### src/rtl/serial_pkg.sv
// Shared serial-block definitions: default baud generator sizing and the
// divisor record used by the UART register block.
package serial_pkg;

    localparam int DEF_WIDTH      = 14;
    localparam int DEF_FRAC_BITS  = 4;
    localparam int DEF_OVERSAMPLE = 16;

    // Integer and fractional parts of clk_in cycles per oversample tick.
    typedef struct packed {
        logic [DEF_WIDTH-1:0]     div_int;
        logic [DEF_FRAC_BITS-1:0] div_frac;
    } baud_div_t;

endpackage

### src/rtl/baud_gen_if.sv
// Control and strobe bundle between a baud generator and its user.
interface baud_gen_if
    import serial_pkg::*;
#(
    parameter int WIDTH     = DEF_WIDTH,
    parameter int FRAC_BITS = DEF_FRAC_BITS
) ();

    logic                 en;
    logic [WIDTH-1:0]     divisor;
    logic [FRAC_BITS-1:0] frac;
    logic                 load;
    logic                 restart;
    logic                 tick_os;
    logic                 tick_mid;
    logic                 tick_bit;
    logic                 clk_out;
    logic                 pending;

    // Controller side: drives rate and phase controls, receives strobes.
    modport master (
        output en, divisor, frac, load, restart,
        input  tick_os, tick_mid, tick_bit, clk_out, pending
    );

    // Generator side.
    modport slave (
        input  en, divisor, frac, load, restart,
        output tick_os, tick_mid, tick_bit, clk_out, pending
    );

endinterface

### src/rtl/baud_prescaler.sv
// Fractional prescaler: counts clk_in cycles down to each oversample tick,
// dithering the period between N and N+1 with a fractional accumulator.
// Holds the active and pending divisor pairs.
module baud_prescaler
    import serial_pkg::*;
#(
    parameter int WIDTH     = DEF_WIDTH,
    parameter int FRAC_BITS = DEF_FRAC_BITS
) (
    input  logic                 clk_in,
    input  logic                 reset,
    input  logic                 en,
    input  logic [WIDTH-1:0]     divisor,
    input  logic [FRAC_BITS-1:0] frac,
    input  logic                 load,
    input  logic                 restart,
    output logic                 tick_os,
    output logic                 pending
);

    localparam logic [WIDTH:0]   CNT_ONE = (WIDTH+1)'(1);
    localparam logic [WIDTH-1:0] N_ONE   = WIDTH'(1);

    logic [WIDTH-1:0]     n_a_reg, n_p_reg;
    logic [FRAC_BITS-1:0] f_a_reg, f_p_reg;
    logic [FRAC_BITS-1:0] acc_reg;
    logic [WIDTH:0]       cnt_reg;
    logic                 pending_reg;

    logic                 run_zero;
    logic                 apply;
    logic [WIDTH-1:0]     n_next;
    logic [FRAC_BITS-1:0] f_next;
    logic [WIDTH-1:0]     n_eff;
    logic [FRAC_BITS:0]   sum;
    logic [WIDTH:0]       reload;

    // A reload boundary is either a natural terminal count or a restart; both
    // promote the pending divisor, and the new values govern the next period.
    // The accumulator carry only matters in the reload cycle, so it is used
    // directly from the sum rather than stored.
    assign run_zero = en && (cnt_reg == '0);
    assign apply    = restart || run_zero;
    assign n_next   = pending_reg ? n_p_reg : n_a_reg;
    assign f_next   = pending_reg ? f_p_reg : f_a_reg;
    assign n_eff    = (n_next == '0) ? N_ONE : n_next;
    assign sum      = {1'b0, acc_reg} + {1'b0, f_next};
    assign reload   = ({1'b0, n_eff} - CNT_ONE) + {{WIDTH{1'b0}}, sum[FRAC_BITS]};

    // Restart swallows the strobe; reset gating keeps outputs low while held.
    assign tick_os = reset && run_zero && !restart;
    assign pending = pending_reg;

    // Divisor capture/promotion and the period counter with its accumulator.
    always_ff @(posedge clk_in or negedge reset) begin
        if (!reset) begin
            n_a_reg     <= '0;
            n_p_reg     <= '0;
            f_a_reg     <= '0;
            f_p_reg     <= '0;
            acc_reg     <= '0;
            cnt_reg     <= '0;
            pending_reg <= 1'b0;
        end else begin
            if (load) begin
                n_p_reg <= divisor;
                f_p_reg <= frac;
            end
            if (load) begin
                pending_reg <= 1'b1;
            end else if (apply) begin
                pending_reg <= 1'b0;
            end
            if (apply) begin
                n_a_reg <= n_next;
                f_a_reg <= f_next;
            end
            if (restart) begin
                cnt_reg <= {1'b0, n_eff} - CNT_ONE;
                acc_reg <= '0;
            end else if (run_zero) begin
                cnt_reg <= reload;
                acc_reg <= sum[FRAC_BITS-1:0];
            end else if (en) begin
                cnt_reg <= cnt_reg - CNT_ONE;
            end
        end
    end

endmodule

### src/rtl/baud_gen.sv
// Baud-rate generator: oversample tick from the prescaler, mid-bit and
// end-of-bit strobes from the oversample phase, and a square bit clock.
module baud_gen
    import serial_pkg::*;
#(
    parameter int WIDTH      = DEF_WIDTH,
    parameter int FRAC_BITS  = DEF_FRAC_BITS,
    parameter int OVERSAMPLE = DEF_OVERSAMPLE
) (
    input  logic     clk_in,
    input  logic     reset,
    baud_gen_if.slave bus
);

    localparam int              OS_W    = $clog2(OVERSAMPLE);
    localparam logic [OS_W-1:0] OS_LAST = OS_W'(OVERSAMPLE - 1);
    localparam logic [OS_W-1:0] OS_MID  = OS_W'(OVERSAMPLE / 2 - 1);
    localparam logic [OS_W-1:0] OS_ONE  = OS_W'(1);

    logic            tick_os;
    logic            tick_mid;
    logic            tick_bit;
    logic            pending;
    logic [OS_W-1:0] os_cnt_reg;
    logic            clk_out_reg;

    baud_prescaler #(
        .WIDTH     (WIDTH),
        .FRAC_BITS (FRAC_BITS)
    ) u_prescaler (
        .clk_in  (clk_in),
        .reset   (reset),
        .en      (bus.en),
        .divisor (bus.divisor),
        .frac    (bus.frac),
        .load    (bus.load),
        .restart (bus.restart),
        .tick_os (tick_os),
        .pending (pending)
    );

    assign tick_mid = tick_os && (os_cnt_reg == OS_MID);
    assign tick_bit = tick_os && (os_cnt_reg == OS_LAST);

    // Oversample phase counter and bit clock; restart realigns both to the
    // start of a bit with the bit clock low.
    always_ff @(posedge clk_in or negedge reset) begin
        if (!reset) begin
            os_cnt_reg  <= '0;
            clk_out_reg <= 1'b0;
        end else if (bus.restart) begin
            os_cnt_reg  <= '0;
            clk_out_reg <= 1'b0;
        end else begin
            if (tick_os) begin
                os_cnt_reg <= (os_cnt_reg == OS_LAST) ? '0 : os_cnt_reg + OS_ONE;
            end
            if (tick_mid || tick_bit) begin
                clk_out_reg <= ~clk_out_reg;
            end
        end
    end

    assign bus.tick_os  = tick_os;
    assign bus.tick_mid = tick_mid;
    assign bus.tick_bit = tick_bit;
    assign bus.clk_out  = clk_out_reg;
    assign bus.pending  = pending;

endmodule

### src/flat_wrapper.sv
// flat-port wrapper written by rule: the top's interface ports become plain ports
module baud_gen_flat import serial_pkg::*;
#(
    parameter int WIDTH      = DEF_WIDTH,
    parameter int FRAC_BITS  = DEF_FRAC_BITS,
    parameter int OVERSAMPLE = DEF_OVERSAMPLE
)
  (clk_in, reset, bus_en, bus_divisor, bus_frac, bus_load, bus_restart, bus_tick_os, bus_tick_mid, bus_tick_bit, bus_clk_out, bus_pending);
  baud_gen_if #(.WIDTH(WIDTH), .FRAC_BITS(FRAC_BITS)) bus_i ();
  input  logic clk_in;
  input  logic reset;
  input wire logic [$bits(bus_i.en)-1:0] bus_en;
  input wire logic [$bits(bus_i.divisor)-1:0] bus_divisor;
  input wire logic [$bits(bus_i.frac)-1:0] bus_frac;
  input wire logic [$bits(bus_i.load)-1:0] bus_load;
  input wire logic [$bits(bus_i.restart)-1:0] bus_restart;
  output wire logic [$bits(bus_i.tick_os)-1:0] bus_tick_os;
  output wire logic [$bits(bus_i.tick_mid)-1:0] bus_tick_mid;
  output wire logic [$bits(bus_i.tick_bit)-1:0] bus_tick_bit;
  output wire logic [$bits(bus_i.clk_out)-1:0] bus_clk_out;
  output wire logic [$bits(bus_i.pending)-1:0] bus_pending;
  assign bus_i.en = bus_en;
  assign bus_i.divisor = bus_divisor;
  assign bus_i.frac = bus_frac;
  assign bus_i.load = bus_load;
  assign bus_i.restart = bus_restart;
  assign bus_tick_os = bus_i.tick_os;
  assign bus_tick_mid = bus_i.tick_mid;
  assign bus_tick_bit = bus_i.tick_bit;
  assign bus_clk_out = bus_i.clk_out;
  assign bus_pending = bus_i.pending;
  baud_gen #(.WIDTH(WIDTH), .FRAC_BITS(FRAC_BITS), .OVERSAMPLE(OVERSAMPLE)) u_core (.clk_in(clk_in), .reset(reset), .bus(bus_i));
endmodule
### config.mk
export PLATFORM = sky130hd
export DESIGN_NAME = baud_gen_flat
export DESIGN_NICKNAME = d
export VERILOG_FILES = /design/src/rtl/serial_pkg.sv /design/src/rtl/baud_gen_if.sv /design/src/rtl/baud_prescaler.sv /design/src/rtl/baud_gen.sv /design/src/flat_wrapper.sv
export SDC_FILE = /design/constraint.sdc
export NUM_CORES = 1
export LEC_CHECK = 0
export ABC_AREA = 1
export CAP_MARGIN = 20
export CORE_MARGIN = 2
export CORE_UTILIZATION = 35
export CTS_CLUSTER_SIZE = 20
export DETAILED_ROUTE_END_ITERATION = 16
export GPL_ROUTABILITY_DRIVEN = 0
export SLEW_MARGIN = 20
export SYNTH_ARGS = -nofsm -noshare
export SYNTH_HDL_FRONTEND = slang
export SYNTH_SLANG_ARGS = --single-unit
### constraint.sdc
create_clock -name clk_in -period 4.8 [get_ports clk_in]
set_input_delay 0.72 -clock clk_in [delete_from_list [all_inputs] [get_ports clk_in]]
set_output_delay 0.72 -clock clk_in [all_outputs]
set_load 0.01 [all_outputs]
==> run_results.csv <==
group,metric,value,unit
routing,ant_nets,0,
die,io_pins,28,
timing,drv_slew,0,
final_layout,largest_reg_flops,15,
routing,drc,0,
setup_path,critPathKind,"register to output port",
logic_synthesis,synth_edf_count,0,
final_layout,layout_commonest_cell,"nand2_1",
pwr,ir_worst_vdd,0.000214,V
routing,drt_iter0_markers,322,
timing,rsz0062_at_grt,"no",
cts,cts_tree,"built",
pwr,leakage,2.36,nW
timing,worst_pin_slew,0.823,ns
logic_synthesis,synth_top_area_share,36.9,%
job,drv_cap,0,
die,die_x,113,um
place,placed_cell_area,4540,sq um
final_layout,antennaDiodeCount,0,
grt,overflow,0,
setup_path,path_cells,"inv_1 -> ha_1 -> nand2_1 -> nor3_2 -> nand2_1 -> nor2_1 -> nand2_1 -> nor3_2 -> nand2_2 -> inv_2 -> nand2_2 -> nor2_2 -> inv_1 -> nor3_1 -> clkdlybuf4s50_1",
setup_path,cpMaxStageDelayCell,"clkdlybuf4s50_1",
timing,setup_tns,0,ns
die,rows,39,
routing,wl_met2,4340,um
timing,relSlewSlack,45.2,%
worst_hold_path,hp-class,"register to register",
setup_path,cp.arrival,3.39,ns
setup_path,cp.required,4.08,ns
logic_synthesis,ys_async_sr_fraction,100,%
cts,clockBufferDepth,2,
cts,cts_root_buffer,"clkbuf_16",
timing,period_needed,4.11,ns
setup_path,end_kind,"output port",
setup_path,crit_path_start_kind,"register",
setup_path,timing.critical_path.mode_cell,"nand2_1",
timing,hold_viol_final,0,
die,design.die.area,12700,sq um
routing,vias_per_cell,4.96,
logic_synthesis,ys_types,44,
logic_synthesis,netlist_instances,571,
die,die_h,113,um
logic_synthesis,synth_area_leaders,"dfrtp_1 (37%), nand2_1 (16%), inv_1 (5.2%)",
logic_synthesis,ys.flop_type,"dfrtp_1",
cts,cts_resized,0,
cts,cts-buffers-inserted,9,
setup_path,worstPathMaxFanout,10,
routing,drt_wl_total,9960,um
place,hpwlAfterDp,7360,um
logic_synthesis,synth_fp_nets,604,
grt,antenna_found_initial,0,
routing,num_vias,3704,
final_layout,final_cell_mix,"nand2_1 (173), dfrtp_1 (61), inv_1 (57), o21ai_0 (38), nor2_1 (38)",
logic_synthesis,synth_area,4130,sq um
grt,grt_pass1_wl,16500,um
logic_synthesis,ys_ff_latch,61,
place,placed_cells,732,
status,outcome,"finished, final reports clean",
cts,insertion_delay,0.33,ns
final_layout,layoutNonFillerInstCount,747,
routing,drtPass1Iterations,5,
routing,met1_length,4940,um
pwr,swShare,32.3,%
setup_path,max_stage_delay,0.56,ns
logic_synthesis,yosysWarningCount,0,
logic_synthesis,synth-seq-area-share,36.9,%
final_layout,num-nets-final,633,
grt,grt_max_degree,63,
grt,first_global_vias,3406,
cts,htree_num_levels,3,
final_layout,final_area,4840,sq um
cts,post_cts_buffers,0,
timing,fmax,243,MHz
pwr,seqPwrFrac,37.2,%
place,port_buffers,27,
final_layout,area_growth,17.2,%
timing,skew,0.00471,ns
pwr,p_int,1.15,mW
timing,setup_viol,0,
final_layout,drive_above_1_share,13.6,%
cts,path_clk_slew,0.05,ns
pwr,finalPower,1.70,mW
cts,clock-sinks,61,
pwr,p_switching,0.548,mW
die,start_util,36.0,%
timing,min_period_over_period,85.6,%
routing,route.met3.wl,536,um
logic_synthesis,syn_avg_cell_area,7.24,sq um
die,coreArea,11500,sq um
pwr,power_density,350,nW/um^2
pwr,clock_power_share,38.9,%
routing,topRoutingLayerUsed,"met4",
routing,wire_per_inst,13.3,um
cts,cts_hold_buffers,0,
logic_synthesis,yosys.area.top_type,"dfrtp_1",
grt,grt_usage,16.1,%
pwr,p_comb_share,23.9,%
power groups by stage:
stage                     registers, mW  clock network (mW)  logic [mW]
after floorplan                   0.623                   0       0.305
after global placement            0.636                   0       0.397
after detailed placement          0.638                   0       0.401
after CTS                         0.629               0.670       0.404
after global routing              0.639               0.688       0.458
final                             0.631               0.660       0.405
cell families after synthesis:
logic type / Yosys count / synth area share [%]
and+or+nand+nor: 316 / 36.5
AOI/OAI and AO/OA: 84 / 11.5
buffers and inverters: 84 / 8.27
DFF: 61 / 36.9
xor gates and xnor gates: 15 / 3.36
adders and majority gates: 10 / 3.21
muxes: 1 / 0.272
critical path: cells and delay by family (launching register included):
family                     cells  cell delay (ns)
and+or+nand+nor               10             1.52
buffers and inverters          4             0.92
DFF                            1             0.37
adders and majority gates      1             0.22
layer usage:
| layer | up-vias | global-route usage [%] |
|---|---|---|
| met3 | 11 | 3.78 |
| li1 | 1892 | - |
| met4 | 0 | 5.28 |
| met5 | - | 0 |
| met1 | 1684 | 22.4 |
| met2 | 117 | 24.7 |
cell type report:
cell class                      count  area, sq um
Tap cell                          143          179
Inverter                           69          262
Fill cell                        1175         6620
Clock buffer                       12          256
Multi-Input combinational cell    426         2260
Sequential cell                    61         1530
Clock inverter                      3         45.0
Timing Repair Buffer               33          310
through the flow:
stage	setup WS [ns]	util [%]	hold WS (ns)
2_1_floorplan	1.86	-	0.424
3_3_place_gp	1.07	39.6	0.457
3_5_place_dp	1.05	39.6	0.460
4_1_cts	0.690	42.2	0.473
5_1_grt	0.414	42.2	0.499
6_report	0.690	42.2	0.471
Yosys cell counts, types with 7 or more instances:
cell and instances:
nand2_1 173, dfrtp_1 61, inv_1 57, nor2_1 38, o21ai_0 38, nand3_1 34, nand2_2 19, a21oi_1 17
clkbuf_1 11, nand4_1 11, xor2_1 11, ha_1 9, nor2_4 9, nand2_4 8, nor2_2 8, o21ai_1 8
inv_2 7, nor3_1 7
final timing paths:
| check | from | endpoint | slack (ns) | cells past startpoint |
|---|---|---|---|---|
| max | u_core.u_prescaler.cnt_reg[0]$_DFFE_PN0P_ | bus_tick_mid | 0.69 | 15 |
| min | u_core.u_prescaler.n_p_reg[5]$_DFFE_PN0P_ | u_core.u_prescaler.n_p_reg[5]$_DFFE_PN0P_ | 0.47 | 2 |
| max reg2reg | u_core.u_prescaler.pending$_DFFE_PN0P_ | u_core.u_prescaler.cnt_reg[13]$_DFFE_PN0P_ | 1.22 | 21 |
| min reg2reg | u_core.u_prescaler.n_p_reg[5]$_DFFE_PN0P_ | u_core.u_prescaler.n_p_reg[5]$_DFFE_PN0P_ | 0.47 | 2 |
| max in group asynchronous | reset | u_core.u_prescaler.cnt_reg[8]$_DFFE_PN0P_ | 3.64 | 2 |
| min in group asynchronous | reset | u_core.u_prescaler.n_p_reg[1]$_DFFE_PN0P_ | 0.66 | 2 |
(Power assumes the default switching activity.)
